## src/rtl/prio_arbiter_pkg.sv

```systemverilog
// Shared types and helpers for the prio_arbiter block: FSM state, clog2, requester limit.
package arb_pkg;

  localparam int unsigned MAX_N_REQ = 32;

  typedef enum logic {
    StIdle,
    StBusy
  } arb_state_e;

  // Elaboration-time ceil(log2(v)); clog2(1) == 0.
  function automatic int unsigned clog2(input int unsigned v);
    int unsigned r;
    r = 0;
    for (int unsigned i = 0; i < 32; i++) begin
      if ((64'd1 << i) < 64'(v)) begin
        r = i + 1;
      end
    end
    return r;
  endfunction

endpackage

```

## src/rtl/prio_arbiter_if.sv

```systemverilog
// Request/grant bundle between requesters (master) and the arbiter (slave).
interface prio_arbiter_if
  import arb_pkg::*;
#(
  parameter int unsigned N_REQ = 4,
  parameter int unsigned IDX_W = clog2(N_REQ)
);

  logic [N_REQ-1:0] req;
  logic             rel;         // release pulse from the current owner
  logic             gnt_valid;
  logic [IDX_W-1:0] gnt_idx;
  logic [N_REQ-1:0] gnt_onehot;
  logic             timeout;

  modport master (
    output req,
    output rel,
    input  gnt_valid,
    input  gnt_idx,
    input  gnt_onehot,
    input  timeout
  );

  modport slave (
    input  req,
    input  rel,
    output gnt_valid,
    output gnt_idx,
    output gnt_onehot,
    output timeout
  );

endinterface

```

## src/rtl/prio_arbiter_find.sv

```systemverilog
// Combinational find-first-set over req_i, searching upward from start_i with wrap-around.
module prio_arbiter_find
  import arb_pkg::*;
#(
  parameter int unsigned N_REQ = 4,
  parameter int unsigned IDX_W = clog2(N_REQ)
) (
  input  logic [N_REQ-1:0] req_i,
  input  logic [IDX_W-1:0] start_i,
  output logic             found_o,
  output logic [IDX_W-1:0] idx_o,
  output logic [N_REQ-1:0] onehot_o
);

  always_comb begin
    int unsigned pos;
    found_o  = 1'b0;
    idx_o    = '0;
    onehot_o = '0;
    pos      = 0;
    for (int unsigned i = 0; i < N_REQ; i++) begin
      pos = int'(start_i) + i;
      if (pos >= N_REQ) begin
        pos = pos - N_REQ;
      end
      if (!found_o && req_i[pos]) begin
        found_o = 1'b1;
        idx_o   = IDX_W'(pos);
      end
    end
    if (found_o) begin
      onehot_o[idx_o] = 1'b1;
    end
  end

endmodule

```

## src/rtl/prio_arbiter.sv

```systemverilog
// Registered N-way arbiter with hold timeout and a mandatory one-cycle gap between grants.
// Define ARB_ROUND_ROBIN_EN for rotating priority; otherwise lowest index wins.
module prio_arbiter
  import arb_pkg::*;
#(
  parameter int unsigned N_REQ    = 4,
  parameter int unsigned IDX_W    = clog2(N_REQ),
  parameter int unsigned MAX_HOLD = 16
) (
  input logic          clk,
  input logic          rst,
  prio_arbiter_if.slave bus
);

  localparam int unsigned CNT_W = (MAX_HOLD == 0) ? 1 : clog2(MAX_HOLD + 1);

  arb_state_e       state_q, state_d;
  logic [CNT_W-1:0] cnt_q, cnt_d;
  logic             valid_q, valid_d;
  logic [IDX_W-1:0] idx_q, idx_d;
  logic [N_REQ-1:0] onehot_q, onehot_d;
  logic             tmo_q, tmo_d;

  logic             find_found;
  logic [IDX_W-1:0] find_idx;
  logic [N_REQ-1:0] find_onehot;
  logic [IDX_W-1:0] search_start;

`ifdef ARB_ROUND_ROBIN_EN
  logic [IDX_W-1:0] rr_q, rr_d;
  assign search_start = rr_q;
`else
  assign search_start = '0;
`endif

  prio_arbiter_find #(
    .N_REQ (N_REQ),
    .IDX_W (IDX_W)
  ) u_find (
    .req_i    (bus.req),
    .start_i  (search_start),
    .found_o  (find_found),
    .idx_o    (find_idx),
    .onehot_o (find_onehot)
  );

  logic owner_req;
  logic hold_expired;
  logic busy_exit;

  assign owner_req    = bus.req[idx_q];
  assign hold_expired = (MAX_HOLD != 0) && (cnt_q == CNT_W'(MAX_HOLD - 1));
  assign busy_exit    = bus.rel || !owner_req || hold_expired;

  always_comb begin
    state_d  = state_q;
    cnt_d    = cnt_q;
    valid_d  = valid_q;
    idx_d    = idx_q;
    onehot_d = onehot_q;
    tmo_d    = 1'b0;
`ifdef ARB_ROUND_ROBIN_EN
    rr_d     = rr_q;
`endif
    unique case (state_q)
      StIdle: begin
        valid_d  = 1'b0;
        idx_d    = '0;
        onehot_d = '0;
        if (find_found) begin
          state_d  = StBusy;
          valid_d  = 1'b1;
          idx_d    = find_idx;
          onehot_d = find_onehot;
          cnt_d    = '0;
`ifdef ARB_ROUND_ROBIN_EN
          rr_d     = (find_idx == IDX_W'(N_REQ - 1)) ? '0 : find_idx + 1'b1;
`endif
        end
      end
      StBusy: begin
        if (busy_exit) begin
          state_d  = StIdle;
          valid_d  = 1'b0;
          idx_d    = '0;
          onehot_d = '0;
          // Release or withdraw in the expiry cycle wins over the timeout.
          tmo_d    = !bus.rel && owner_req;
        end else begin
          cnt_d = cnt_q + 1'b1;
        end
      end
      default: begin
        state_d = StIdle;
      end
    endcase
  end

  always_ff @(posedge clk) begin
    if (rst) begin
      state_q  <= StIdle;
      cnt_q    <= '0;
      valid_q  <= 1'b0;
      idx_q    <= '0;
      onehot_q <= '0;
      tmo_q    <= 1'b0;
    end else begin
      state_q  <= state_d;
      cnt_q    <= cnt_d;
      valid_q  <= valid_d;
      idx_q    <= idx_d;
      onehot_q <= onehot_d;
      tmo_q    <= tmo_d;
    end
  end

`ifdef ARB_ROUND_ROBIN_EN
  always_ff @(posedge clk) begin
    if (rst) begin
      rr_q <= '0;
    end else begin
      rr_q <= rr_d;
    end
  end
`endif

  assign bus.gnt_valid  = valid_q;
  assign bus.gnt_idx    = idx_q;
  assign bus.gnt_onehot = onehot_q;
  assign bus.timeout    = tmo_q;

endmodule

```

## src/flat_wrapper.sv

```systemverilog
// flat-port wrapper written by rule: the top's interface ports become plain ports
module prio_arbiter_flat import arb_pkg::*;
#(
  parameter int unsigned N_REQ    = 4,
  parameter int unsigned IDX_W    = clog2(N_REQ),
  parameter int unsigned MAX_HOLD = 16
)
  (clk, rst, bus_req, bus_rel, bus_gnt_valid, bus_gnt_idx, bus_gnt_onehot, bus_timeout);
  prio_arbiter_if #(.N_REQ(N_REQ), .IDX_W(IDX_W)) bus_i ();
  input logic clk;
  input logic rst;
  input wire logic [$bits(bus_i.req)-1:0] bus_req;
  input wire logic [$bits(bus_i.rel)-1:0] bus_rel;
  output wire logic [$bits(bus_i.gnt_valid)-1:0] bus_gnt_valid;
  output wire logic [$bits(bus_i.gnt_idx)-1:0] bus_gnt_idx;
  output wire logic [$bits(bus_i.gnt_onehot)-1:0] bus_gnt_onehot;
  output wire logic [$bits(bus_i.timeout)-1:0] bus_timeout;
  assign bus_i.req = bus_req;
  assign bus_i.rel = bus_rel;
  assign bus_gnt_valid = bus_i.gnt_valid;
  assign bus_gnt_idx = bus_i.gnt_idx;
  assign bus_gnt_onehot = bus_i.gnt_onehot;
  assign bus_timeout = bus_i.timeout;
  prio_arbiter #(.N_REQ(N_REQ), .IDX_W(IDX_W), .MAX_HOLD(MAX_HOLD)) u_core (.clk(clk), .rst(rst), .bus(bus_i));
endmodule
```

## config.mk

```make
export PLATFORM = sky130hd
export DESIGN_NAME = prio_arbiter_flat
export DESIGN_NICKNAME = d
export VERILOG_FILES = /design/src/rtl/prio_arbiter_pkg.sv /design/src/rtl/prio_arbiter_if.sv /design/src/rtl/prio_arbiter_find.sv /design/src/rtl/prio_arbiter.sv /design/src/flat_wrapper.sv
export SDC_FILE = /design/constraint.sdc
export NUM_CORES = 1
export LEC_CHECK = 0
export CORE_MARGIN = 2
export CORE_UTILIZATION = 40
export CTS_CLUSTER_SIZE = 25
export DETAILED_ROUTE_END_ITERATION = 8
export GPL_TIMING_DRIVEN = 1
export PLACE_DENSITY = 0.74
export SYNTH_ARGS = -nofsm -noshare
export SYNTH_HDL_FRONTEND = slang
export SYNTH_SLANG_ARGS = --single-unit
```

## constraint.sdc

```tcl
create_clock -name clk -period 2.2 [get_ports clk]
set_input_delay 0.44 -clock clk [delete_from_list [all_inputs] [get_ports clk]]
set_output_delay 0.44 -clock clk [all_outputs]
set_load 0.02 [all_outputs]
```

## After elaboration in Yosys (flattened, before gate mapping)

Cells that the tools add are included.

- Add/subtract/negate cells: 1
- Order comparisons: 3
- Equal/unequal tests: 4
- Multiplexer cells: 25
- Bitwise gates (word level): 2
- Reduce and logical (&&, ||, !) cells: 14

Operators with widths:

| cell | count |
|---|---|
| 1-bit two-way mux | 10 |
| 5-bit two-way mux | 2 |
| 5-bit one-hot mux with 2 select lines | 1 |
| 2-bit two-way mux | 4 |
| 4-bit two-way mux | 2 |
| 4-bit one-hot mux with 2 select lines | 1 |
| 2-bit by 3-bit less-than comparator with 1-bit output (second input constant) | 2 |
| 5-bit by 1-bit adder with 5-bit output (second input constant) | 1 |
| 5-bit by 4-bit == test with 1-bit output (second input constant) | 1 |
| 1-bit logical AND | 5 |
| 1-bit logical NOT | 5 |
| 2-bit != test (second input constant) | 2 |
| 1-bit one-hot mux with 2 select lines | 2 |
| 2-bit one-hot mux with 2 select lines | 1 |
| 3-bit OR reduction | 1 |
| 1-bit binary-select mux with 2-bit select | 1 |
| 1-bit demux with 2-bit select | 1 |
| 2-bit by 1-bit >= comparator with 1-bit output (second input constant) | 1 |
| 1-bit logical OR | 2 |
| 2-bit by 1-bit != test with 1-bit output (second input constant) | 1 |
| 1-bit inverter | 2 |
| 2-bit AND reduction | 1 |

- Bits in registers: 14
- Word-level logic and storage cells: 55

## Longest topological paths before layout

Gate-level depths: netlist (run 1).

- Word-level depth: 16
- Gate-level depth with buffers: 8
- Gate-level depth less buffers: 7

## Hierarchy

A second synthesis (run 1) with hierarchy kept.

- Cells, all modules: 98
- Area total of the unflattened synthesis: 818.3 um^2

By module, submodules not included:

| module | times used | cells each | area each (um^2) |
|---|---|---|---|
| prio_arbiter | 1 | 66 | 635.6 |
| prio_arbiter_find | 1 | 32 | 182.7 |

## Least setup slack after synthesis (run 1)

Ideal clock, no wire load.

- Path type: register to register
- Start point: register u_core.cnt_q[0]
- End point: register u_core.cnt_q[4]
- Library setup time: 0.062 ns
- Arrival time: 1.729 ns
- Data required time: 2.138 ns
- Path slack: 0.410 ns
- Stages on the path, launching flop included: 8
- Period minus slack after synthesis: 1.790 ns
- Cells stage by stage: dfxtp_1 > ha_1 > and3_1 > ha_1 > nor3b_2 > and2_4 > mux2_4 > nor2_2

- Cells in the longest elaborated chain, start to end: 4
- Elaborated cells between the ends (all ways): 7

RTL lines:

| item | RTL line | source |
|---|---|---|
| start: declaration | prio_arbiter.sv:18 | `logic [CNT_W-1:0] cnt_q, cnt_d;` |
| start signal: assignment | prio_arbiter.sv:109 | `cnt_q <= cnt_d;` |
| parallel branches: the longest is 4 deep, another holds 5-bit by 1-bit adder with 5-bit output | n/a |  |

Parallel ways; which one is timed is not known. The select of a mux whose other input is x is not followed.
A chain may end at the register's enable or synchronous reset.

## Worst setup path in the final report (run 1)

Same ends and word-level chain as after synthesis.

==> flow_metrics.tcl, run 1 <==
set metrics [dict create \
    area_delta_synth_final_pct 28.27 \
    drt_iter0_drc 10 \
    n_antenna_cell 0 \
    ant_nets 0 \
    start_util_pct 43.27 \
    syn_nets 78 \
    grt_util_all_layers_pct 17.30 \
    clock-sinks 14 \
    synth.avg_cell_area_sq_um 9.556 \
    dr_wl_met3_um 52 \
    syn_inst 69 \
    dp.cells 99 \
    overflow 0 \
    place_ws_ns 0.06213 \
    min_from "u_core.bus.gnt_onehot[0]" \
    slowest_delay_ns 0.34 \
    fin_ws_ns 0.3251 \
    cts_max_level 1 \
    io_pins 15 \
    hold_class "flip-flop to flip-flop" \
    slowest_stage "dfxtp_1" \
    worstPathArrival_ns 2.10 \
    design_power_total_mw 0.5287 \
    status "complete, no violations" \
    yosysWarnings 0 \
    crit_path_end_kind "flip-flop" \
    setup_viol 0 \
    worst_pin_slew_ns 0.4210 \
    dieWidth_um 44.60 \
    timing.slew.headroom_pct 71.72 \
    numCtsBuffers 3 \
    critPathKind "flip-flop to flip-flop" \
    clk_pin_slew_worst_paths_ns 0.08 \
    ctsResizeCount 0 \
    hold_viol 0 \
    cp_max_fo 12 \
    period_share_pct 85.22 \
    wl_um 1461 \
    dieArea_sq_um 1989 \
    cts_buffer_depth 2 \
    portBuffers 14 \
    most-common-layout-cells "clkdlybuf4s50_1 (14), dfxtp_1 (14), nor2_1 (11)" \
    ys_seq_area_share_pct 42.50 \
    critPathRequiredTime_ns 2.42 \
    drc 0 \
    cp-startpoint "u_core.cnt_q[0]" \
    nets 97 \
    rsz0062_at_grt "no" \
    layout-drive-gt1-share_pct 14.94 \
    postCtsHoldBufs 0 \
    fmax_mhz 533.4 \
    p_leak_nw 0.3192 \
    top_layer "met4" \
    skew_ns 0.002396 \
    cap_violations 0 \
    wire_per_inst_um 14.18 \
    postCtsSetupBuffers 0 \
    netlist_area_sq_um 659.4 \
    die_h_um 44.60 \
    fillers 141 \
    timing.setup.tns_ns 0 \
    slew_violations 0 \
    rr_startpoint "u_core.cnt_q[0]" \
    root_buffer "clkbuf_4" \
    powerDensity_nw_per_um2 625.1 \
    clock_latency_ns 0.28 \
    grt_pass1_vias 582 \
    routed-wl-met2_um 702 \
    critPathLaunchType "flip-flop" \
    path_cells "ha_1 -> and3_1 -> ha_1 -> nor3b_2 -> and2_4 -> mux2_4 -> nor2_2" \
    dr.pass1.iters 4 \
    wl_met1_um 671 \
    fin_crit_ns 1.875 \
    viasPerCell 5.689 \
    cts_tree "done" \
    grt_max_degree 14 \
    routabilityCongestion 0.8672 \
    regArea_sq_um 280.3 \
    antenna_found_initial 0 \
    vias 586 \
    worst_path_most_repeated_cell "ha_1" \
    place_hpwl_um 1050 \
    hold_ws_ns 0.5106 \
    ir_worst_vdd_v 0.0003778 \
    core_area_sq_um 1524 \
    stdcell_count 103 \
    multi_input_area_sq_um 342.8 \
    synth-seq-cells 14 \
    rows 14 \
    synthDistinctLibCells 30 \
    grt_pass1_wl_um 2463 \
]
## logic make-up (layout without fill, tap and decap cells)
logic type / count (synthesis) / in the layout / synth area share [%]
AOI/OAI and AO/OA: 17 / 17 / 17.08
adders and majority gates: 2 / 2 / 3.794
buffers and inverters: 5 / 23 / 5.502
DFF: 14 / 14 / 42.50
muxes: 3 / 3 / 7.210
and+or+nand+nor: 28 / 28 / 23.91
## Yosys cell counts
library cell  number  share of area, %
dfxtp_1           14                43
nor2_1            11               6.3
a22oi_1            5               5.7
a21oi_1            4               3.0
inv_1              3               1.7
nand2_1            3               1.7
o21ai_0            3               2.3
and3_1             2               1.9
ha_1               2               3.8
nand3_1            2               1.5
a21o_1             1               1.1
a221oi_1           1               1.3
a22oi_2            1               1.9
a31oi_1            1              0.95
and2_4             1               1.3
and3b_1            1               1.3
buf_6              1               1.7
clkbuf_8           1               2.1
mux2_4             1               2.3
mux2i_1            1               1.5
mux4_2             1               3.4
nand2b_1           1              0.95
nand4b_1           1               1.3
nor2_2             1              0.95
nor2b_1            1              0.95
nor3_1             1              0.76
nor3b_2            1               1.9
nor4b_1            1               1.3
o21ai_1            1              0.76
or4_4              1               1.7
## state kept, by name, summed over array words and instances (netlist names)
name                   flops
u_core.bus.gnt_valid       1
u_core.cnt_q               5
u_core.bus.gnt_idx         2
u_core.state_q             1
u_core.bus.gnt_onehot      4
u_core.bus.timeout         1
## area by class of cell
type	instances	area share [%]
well taps	16	2.367
inverters	3	1.331
multi-input cells	50	40.53
clock buffers	4	4.290
repair buffers	16	18.34
flip-flops and latches	14	33.14
## stage by stage
| step | instance area [sq um] | utilization, % |
|---|---|---|
| 3_3_place_gp | 809.5 | 53.12 |
| 6_report | 845.8 | 55.50 |
| 5_1_grt | 845.8 | 55.50 |
| 2_1_floorplan | 659.4 | - |
| 3_5_place_dp | 809.5 | 53.12 |
| 4_1_cts | 845.8 | 55.50 |
## report_power, final
group          total (mW)  internal [mW]  switching (mW)
clock network       0.181          0.101          0.0804
registers           0.270          0.262         0.00774
logic              0.0781         0.0380          0.0402
## routing by layer
metal | GRT usage, % | up-vias
li1 | - | 286
met1 | 20.20 | 280
met5 | 0 | -
met4 | 10.91 | 0
met3 | 6.122 | 4
met2 | 26.67 | 16
## final timing paths
path | depth (start not counted) | end | slack (ns)
worst max-delay path | 7 | u_core.cnt_q[4] | 0.33
worst min-delay path | 2 | u_core.bus.gnt_onehot[0] | 0.51
worst max register to register | 7 | u_core.cnt_q[4] | 0.33
worst min register to register | 2 | u_core.bus.gnt_onehot[0] | 0.51
## worst max-delay path: cells and delay by family, from the launching register on
kind | cells | cell delay, ns
flops | 1 | 0.34
fa+ha+maj | 2 | 0.45
simple gates | 4 | 0.71
mux | 1 | 0.32
Note: power is estimated with default switching activity, not from simulation.
==> inputs of run 2 (changes only) <==
--- a/config.mk
+++ b/config.mk
@@ -11,6 +11,7 @@
 export DETAILED_ROUTE_END_ITERATION = 8
 export GPL_TIMING_DRIVEN = 1
 export PLACE_DENSITY = 0.74
+export SKIP_LAST_GASP = 1
 export SYNTH_ARGS = -nofsm -noshare
 export SYNTH_HDL_FRONTEND = slang
 export SYNTH_SLANG_ARGS = --single-unit
==> results of run 2 <==
No change in the layout: final DEF, timing and power equal those of run 1.
==> inputs of run 3 (changes only) <==
--- a/config.mk
+++ b/config.mk
@@ -5,12 +5,11 @@
 export SDC_FILE = /design/constraint.sdc
 export NUM_CORES = 1
 export LEC_CHECK = 0
-export CORE_MARGIN = 2
 export CORE_UTILIZATION = 40
 export CTS_CLUSTER_SIZE = 25
 export DETAILED_ROUTE_END_ITERATION = 8
 export GPL_TIMING_DRIVEN = 1
-export PLACE_DENSITY = 0.74
+export PLACE_DENSITY = 0.78
 export SKIP_LAST_GASP = 1
 export SYNTH_ARGS = -nofsm -noshare
 export SYNTH_HDL_FRONTEND = slang
==> flow_metrics.tcl, run 3 (synthesized netlist as in run 1, its figures left out) <==
set metrics [dict create \
    status "complete, no violations" \
    core_area_sq_um 1524 \
    wl_um 1361 \
    finalInstanceArea_sq_um 853.3 \
    start_util_pct 43.27 \
    period_share_pct 86.47 \
    slowest_stage "dfxtp_1" \
    slew_violations 0 \
    dr.pass1.iters 4 \
    top_register "u_core.cnt_q" \
    grt_pass1_vias 504 \
    place_area_sq_um 817.0 \
    postCtsHoldBufs 0 \
    clock_latency_ns 0.28 \
    antenna_found_initial 0 \
    io_pins 15 \
    cts_max_level 1 \
    postCtsSetupBuffers 0 \
    regArea_sq_um 280.3 \
    n_antenna_cell 0 \
    dieWidth_um 42.60 \
    clk_pin_slew_worst_paths_ns 0.08 \
    die_h_um 42.60 \
    nets 98 \
    stdcell_count 104 \
    overflow 0 \
    hold_class "flip-flop to flip-flop" \
    vias 582 \
    root_buffer "clkbuf_4" \
    path_cells "ha_1 -> and3_1 -> ha_1 -> nor3b_2 -> and2_4 -> mux2_4 -> nor2_2" \
    hold_viol 0 \
    skew_ns 0.002443 \
    cts_tree "done" \
    setup_viol 0 \
    ir_worst_vdd_v 0.0003020 \
    wire_per_inst_um 13.09 \
    fin_ws_ns 0.2977 \
    grt_util_all_layers_pct 17.32 \
    routabilityCongestion 0.7948 \
    fin_crit_ns 1.902 \
    timing.setup.tns_ns 0 \
    grt_max_degree 14 \
    place_hpwl_um 964.8 \
    place_ws_ns 0.07505 \
    design_power_total_mw 0.5374 \
    fmax_mhz 525.7 \
    critPathKind "flip-flop to flip-flop" \
    dp.cells 100 \
    slowest_delay_ns 0.34 \
    rsz0062_at_grt "no" \
    most-common-layout-cells "clkdlybuf4s50_1 (14), dfxtp_1 (14), nor2_1 (11)" \
    clock-sinks 14 \
    area_delta_synth_final_pct 29.41 \
    ant_nets 0 \
    worst_path_most_repeated_cell "ha_1" \
    rows 14 \
    layout-drive-gt1-share_pct 15.91 \
    worst_pin_slew_ns 0.4468 \
    powerDensity_nw_per_um2 629.8 \
    fillers 142 \
    cap_violations 0 \
    grt_pass1_wl_um 2290 \
    drc 0 \
    multi_input_area_sq_um 342.8 \
    timing.slew.headroom_pct 69.98 \
    dieArea_sq_um 1815 \
    ctsResizeCount 0 \
    largest_register_ffs 5 \
    critPathLaunchType "flip-flop" \
    p_leak_nw 0.3240 \
    cts_buffer_depth 2 \
    cp_max_fo 12 \
    drt_iter0_drc 11 \
    viasPerCell 5.596 \
    critPathRequiredTime_ns 2.43 \
    numCtsBuffers 3 \
    crit_path_end_kind "flip-flop" \
    worstPathArrival_ns 2.14 \
    portBuffers 14 \
]
[run 3: cell types whose count changed in the layout (fill, tap and decap cells not counted)]
cell   before  now
buf_4       2    3
[run 3: through the flow]
step | hold WS [ns] | utilization, %
finish | 0.5098 | 55.99
floorplan | 0.4688 | -
detailed placement | 0.4889 | 53.61
global route | 0.5453 | 55.99
global placement | 0.4938 | 53.61
CTS | 0.5104 | 55.99
[run 3: where the power goes]
part           internal (mW)  switching [mW]
registers              0.262         0.00711
logic                 0.0391          0.0402
clock network          0.101          0.0884
total                  0.402           0.136
[run 3: worst max-delay path: cells and delay by family, from the launching register on]
family / cells / cell delay [ns]
fa+ha+maj: 2 / 0.45
flops: 1 / 0.34
mux: 1 / 0.32
simple gates: 4 / 0.74
[run 3: worst paths after layout]
| kind | slack, ns | startpoint | cells past startpoint | end |
|---|---|---|---|---|
| worst max-delay path | 0.30 | u_core.cnt_q[0] | 7 | u_core.cnt_q[4] |
| worst min-delay path | 0.51 | u_core.cnt_q[2] | 2 | u_core.cnt_q[2] |
| worst max register to register | 0.30 | u_core.cnt_q[0] | 7 | u_core.cnt_q[4] |
| worst min register to register | 0.51 | u_core.cnt_q[2] | 2 | u_core.cnt_q[2] |
[run 3: routing by layer]
metal  wire [um]  share of wire [%]  track usage (%)
met1         633                 47            21.72
met2         614                 45            26.15
met3          79                5.8            4.310
met4          34                2.5            11.25
met5           0                  0                0
[run 3: cell type report]
| cell class | count | area share, % |
|---|---|---|
| inverter | 3 | 1.320 |
| tap | 16 | 2.346 |
| timing repair buffer | 17 | 19.06 |
| clock buffer | 4 | 4.252 |
| multi-input combinational | 50 | 40.18 |
| sequential | 14 | 32.84 |
